File: config.mk
export PLATFORM = sky130hd
export DESIGN_NAME = allpass_chain_sequencer
export DESIGN_NICKNAME = d
export VERILOG_FILES = /design/src/rtl/allpass_chain_sequencer.sv
export SDC_FILE = /design/constraint.sdc
export NUM_CORES = 1
export LEC_CHECK = 0
export CAP_MARGIN = 20
export CELL_PAD_IN_SITES_DETAIL_PLACEMENT = 1
export CELL_PAD_IN_SITES_GLOBAL_PLACEMENT = 1
export CORE_MARGIN = 2
export CORE_UTILIZATION = 48
export CTS_BUF_LIST = sky130_fd_sc_hd__clkbuf_8
export DETAILED_ROUTE_END_ITERATION = 16
export DONT_BUFFER_PORTS = 1
export PLACE_DENSITY = 0.75
export SETUP_SLACK_MARGIN = 0.2
export SLEW_MARGIN = 20
export SYNTH_ARGS = -nofsm -noshare
export SYNTH_HDL_FRONTEND = slang
export SYNTH_SLANG_ARGS = --single-unit
File: constraint.sdc
create_clock -name clk -period 21 [get_ports clk]
set_clock_uncertainty 0.05 [all_clocks]
set_input_delay 3.15 -clock clk [delete_from_list [all_inputs] [get_ports clk]]
set_output_delay 3.15 -clock clk [all_outputs]
set_load 0.03 [all_outputs]
File: src/rtl/allpass_chain_sequencer.sv
// allpass_chain_sequencer
// Steps one shared allpass datapath through NSTAGES cascaded stages once per
// sample period. Per-stage tau/gain/bypass live in a shadow bank that software
// writes at any time; the shadow is copied into the active bank only when a
// sample starts, so every stage of one sample sees one consistent config.
//
// Datapath handshake: stage_start is a 1-cycle request, issued only from
// ISSUE. stage_sel/stage_in/stage_tau/stage_gain are valid in that cycle and
// stay stable until stage_done. stage_done is the response valid and is
// accepted only in WAIT, which always lasts at least one cycle. stage_done
// seen in any other state is ignored.
`ifndef FIXED_POINT
`define FIXED_POINT 8
`endif

module allpass_chain_sequencer #(
  parameter int WIDTH       = 24,
  parameter int NSTAGES     = 4,
  parameter int DEFAULT_TAU = 1000,
  localparam int WORD       = WIDTH + `FIXED_POINT,
  localparam int SW         = (NSTAGES > 1) ? $clog2(NSTAGES) : 1
) (
  input  logic            clk,
  input  logic            rst,
  input  logic            sample_clk,
  input  logic [WORD-1:0] in,
  input  logic            cfg_we,
  input  logic [SW-1:0]   cfg_addr,
  input  logic [WORD-1:0] cfg_tau,
  input  logic [WORD-1:0] cfg_gain,
  input  logic            cfg_bypass,
  output logic            stage_start,
  output logic [SW-1:0]   stage_sel,
  output logic [WORD-1:0] stage_in,
  output logic [WORD-1:0] stage_tau,
  output logic [WORD-1:0] stage_gain,
  input  logic            stage_done,
  input  logic [WORD-1:0] stage_out,
  output logic [WORD-1:0] out,
  output logic            out_valid,
  output logic            busy,
  output logic            overrun,
  output logic [1:0]      state_dbg
);

  typedef enum logic [1:0] {
    IDLE    = 2'd0,
    ISSUE   = 2'd1,
    WAIT    = 2'd2,
    PUBLISH = 2'd3
  } state_t;

  state_t state;
  state_t state_next;

  logic            sample_clk_q;
  logic            tick;
  logic            start_seq;
  logic [WORD-1:0] acc;
  logic [SW-1:0]   sel;
  logic            last_stage;
  logic            cur_bypass;
  logic            advance;
  logic            load_result;

  logic [WORD-1:0] sh_tau    [NSTAGES];
  logic [WORD-1:0] sh_gain   [NSTAGES];
  logic            sh_bypass [NSTAGES];
  logic [WORD-1:0] act_tau   [NSTAGES];
  logic [WORD-1:0] act_gain  [NSTAGES];
  logic            act_bypass[NSTAGES];

  assign tick       = sample_clk && !sample_clk_q;
  assign start_seq  = (state == IDLE) && tick;
  assign last_stage = (int'(sel) == NSTAGES - 1);
  assign cur_bypass = act_bypass[sel];

  assign stage_sel  = sel;
  assign stage_in   = acc;
  assign stage_tau  = act_tau[sel];
  assign stage_gain = act_gain[sel];
  assign busy       = (state != IDLE);
  assign state_dbg  = state;

  // Edge detector for the sample strobe; resets high so a strobe held
  // through reset is not mistaken for a fresh edge.
  always_ff @(posedge clk or posedge rst) begin
    if (rst) sample_clk_q <= 1'b1;
    else     sample_clk_q <= sample_clk;
  end

  // FSM state register.
  always_ff @(posedge clk or posedge rst) begin
    if (rst) state <= IDLE;
    else     state <= state_next;
  end

  // Next-state and handshake decode; a bypassed stage advances straight
  // from ISSUE without touching the datapath.
  always_comb begin
    state_next  = state;
    stage_start = 1'b0;
    advance     = 1'b0;
    load_result = 1'b0;
    case (state)
      IDLE: begin
        if (tick) state_next = ISSUE;
      end
      ISSUE: begin
        if (cur_bypass) begin
          advance = 1'b1;
        end else begin
          stage_start = 1'b1;
          state_next  = WAIT;
        end
      end
      WAIT: begin
        if (stage_done) begin
          load_result = 1'b1;
          advance     = 1'b1;
        end
      end
      PUBLISH: begin
        state_next = IDLE;
      end
      default: begin
        state_next = IDLE;
      end
    endcase
    if (advance) state_next = last_stage ? PUBLISH : ISSUE;
  end

  // Accumulator, stage pointer, published output and status pulses.
  always_ff @(posedge clk or posedge rst) begin
    if (rst) begin
      acc       <= '0;
      sel       <= '0;
      out       <= '0;
      out_valid <= 1'b0;
      overrun   <= 1'b0;
    end else begin
      out_valid <= (state == PUBLISH);
      overrun   <= tick && (state != IDLE);
      if (start_seq) begin
        acc <= in;
        sel <= '0;
      end else begin
        if (load_result) acc <= stage_out;
        if (advance && !last_stage) sel <= sel + 1'b1;
      end
      if (state == PUBLISH) out <= acc;
    end
  end

  // Shadow bank: software writes land here in any cycle; out-of-range
  // stage indices are dropped.
  always_ff @(posedge clk or posedge rst) begin
    if (rst) begin
      for (int i = 0; i < NSTAGES; i++) begin
        sh_tau[i]    <= WORD'(DEFAULT_TAU);
        sh_gain[i]   <= '0;
        sh_bypass[i] <= 1'b0;
      end
    end else if (cfg_we && (int'(cfg_addr) < NSTAGES)) begin
      sh_tau[cfg_addr]    <= cfg_tau;
      sh_gain[cfg_addr]   <= cfg_gain;
      sh_bypass[cfg_addr] <= cfg_bypass;
    end
  end

  // Active bank: snapshot of the shadow taken at the start of a sample.
  // The copy reads the shadow before any write in the same cycle lands.
  always_ff @(posedge clk or posedge rst) begin
    if (rst) begin
      for (int i = 0; i < NSTAGES; i++) begin
        act_tau[i]    <= WORD'(DEFAULT_TAU);
        act_gain[i]   <= '0;
        act_bypass[i] <= 1'b0;
      end
    end else if (start_seq) begin
      for (int i = 0; i < NSTAGES; i++) begin
        act_tau[i]    <= sh_tau[i];
        act_gain[i]   <= sh_gain[i];
        act_bypass[i] <= sh_bypass[i];
      end
    end
  end

endmodule

==> impl_metrics.tcl <==
set metrics [dict create \
    status "finished, final reports clean" \
    clk_latency_ns 0.67 \
    synth_cell_type_count 27 \
    cp-start-kind "flip-flop" \
    drtPass1Iterations 4 \
    tritoncts "yes" \
    finalSetupTns_ns 0 \
    cts_buffers 99 \
    async_flop_share 1.00 \
    synthCells 1980 \
    maxSlewHeadroom 0.262 \
    placed_cell_area_um2 24500 \
    synth-edff-count 0 \
    power_density_nw_per_um2 150 \
    critPathArrivalTime_ns 3.66 \
    hold_class "reg2reg" \
    cts_resized 0 \
    synth_seq_area_share 0.618 \
    reg2reg_depth 8 \
    clk_pin_slew_ns 0.07 \
    nets 2125 \
    synth_area_um2 24000 \
    routabilityCongestion 0.799 \
    drv_cap 0 \
    yosysMostFrequentCell "nand2_1" \
    grt_max_degree 229 \
    wl_met1_um 23500 \
    hold_violations 0 \
    maxUsedRoutingLayer "met4" \
    cts_hold_buf 0 \
    clock_path_buffers 3 \
    core_um2 49800 \
    wl_um 56400 \
    hold_end "act_tau[70]" \
    areaGrowthSynthToFinish_pct 9.88 \
    wl_met3_um 3450 \
    overflow 0 \
    drc 0 \
    hold_depth 2 \
    crit_path_end_kind "output pin" \
    finalMaxSlewViolations 0 \
    port_buffers 0 \
    regToRegStartpoint "state_dbg[0]" \
    initial_utilization 0.483 \
    period_share 0.327 \
    finalPower_uw 3960 \
    die_w_um 228 \
    r2r_slack_ns 17.93 \
    grt_pass1_vias 16200 \
    rsz0062_at_grt "no" \
    num_vias 14600 \
    root_buffer "clkbuf_8" \
    clock_sinks 591 \
    synth_top_cell_by_area "dfrtp_1" \
    die_h_um 228 \
    final_area_um2 26400 \
    ys_top_cells_by_count "nand2_1 (815), dfrtp_1 (542), mux2_2 (292)" \
    fmax_mhz 146 \
    setup-violations-final 0 \
    ant_nets 0 \
    synth_nets 2121 \
    critical_path_required_ns 17.80 \
    io_pins 272 \
    r2r-end "state_dbg[1]" \
    ys_ff_latch 591 \
    yosys_warnings 0 \
    hpwl_um 33400 \
    wl_met2_um 28200 \
    antenna_found_initial 0 \
    power.leakage_uw 0.0127 \
    synth.area.top_cells "dfrtp_1 (56%), mux2_2 (14%), nand2_1 (13%), mux4_2 (6.1%), dfstp_2 (5.4%)" \
    tightest_slew_ns 1.11 \
    track_usage 0.223 \
    drive_gt1_frac 0.275 \
    post_drt_wl_per_cell_um 20.6 \
    row_count 82 \
    grt_pass1_wl_um 91600 \
    ys.flop_type "dfrtp_1" \
    h-tree-depth 3 \
    cts_setup_buffers 0 \
    post_synth.cell_area_avg_um2 12.1 \
    routed_via_density 5.33 \
    crit_fanout 40 \
    dieArea_um2 51900 \
    final.min_clock_period_ns 6.86 \
    synth_top_cell_area_share 0.564 \
    critPathKind "reg2out" \
    min_from "sh_tau[70]" \
    insertedDiodeCount 0 \
    max-vdd-ir-drop_mv 0.0666 \
    drt_iter0_markers 735 \
]
## kinds of logic (layout without fill, tap and decap cells)
group	after synthesis	count (layout)	synth area share
DFF	591	591	0.618
and+or+nand+nor	829	829	0.131
muxes	392	392	0.212
adders and majority gates	5	5	0.00260
AOI/OAI and AO/OA	42	42	0.00953
buffers and inverters	121	205	0.0268
## per-stage QoR
step / cells / hold slack (ns) / utilization / setup slack, ns
6_report: 2736 / 0.390 / 0.531 / 14.14
5_1_grt: 2736 / 0.422 / 0.531 / 13.86
4_1_cts: 2736 / 0.400 / 0.531 / 13.96
3_5_place_dp: 2555 / 0.393 / 0.492 / 14.71
3_3_place_gp: 2555 / 0.388 / 0.492 / 14.70
2_1_floorplan: 1980 / 0.382 / - / 1.34
## sequential cells by signal (all words and copies together) (netlist names)
signal,cells
sh_bypass,4
sh_gain,128
act_bypass,4
act_tau,128
state_dbg,2
out,32
stage_sel,2
sample_clk_q,1
out_valid,1
overrun,1
stage_in,32
sh_tau,128
act_gain,128
## power by group
group / leakage [µW] / total, µW / internal [µW] / switching (µW)
Sequential: 0.00712 / 1940 / 1550 / 394
Combinational: 0.00437 / 1030 / 413 / 621
Clock: 0.00118 / 981 / 528 / 453
## critical path, cell delays in order (launching register included)
cell	delay [ns]
dfrtp_4	0.90
buf_4	0.86
mux4_2	0.63
nor2_1	0.51
## cell usage in the layout, fill, tap and decap left out, drive strengths merged
cell / instances
a211oi: 1
a21oi: 3
a22oi: 1
and3b: 1
buf: 19
clkbuf: 124
clkinv: 9
clkinvlp: 1
dfrtp: 542
dfstp: 49
ha: 5
inv: 52
mux2: 292
mux2i: 35
mux4: 65
nand2: 815
nand3: 3
nand3b: 4
nor2: 3
nor3b: 2
o211ai: 1
o21ai: 34
o221a: 1
o22ai: 1
or3: 1
## routing by layer
layer,vias up,global-route usage
li1,6554,-
met1,7642,0.280
met2,302,0.374
met3,93,0.0634
met4,0,0.0720
met5,-,0
## worst max-delay path by stage
stage	slack (ns)	cells after the start	end	start
2_1_floorplan	1.34	1	act_bypass[0]	rst
4_1_cts	13.96	3	stage_start	stage_sel[0]
6_report	14.14	3	stage_start	stage_sel[0]
3_3_place_gp	14.70	3	stage_start	stage_sel[0]
5_1_grt	13.86	3	stage_start	stage_sel[0]
3_5_place_dp	14.71	3	stage_start	stage_sel[0]
## cell type report
type | instances | area (µm²)
repair buffers | 19 | 184
well taps | 672 | 841
inverters | 5 | 26.3
fillers | 5113 | 23400
clock buffers | 124 | 1710
multi-input cells | 1268 | 8560
flip-flops and latches | 591 | 14900
clock inverters | 57 | 229
No activity file was read; power rests on OpenSTA's default activity.
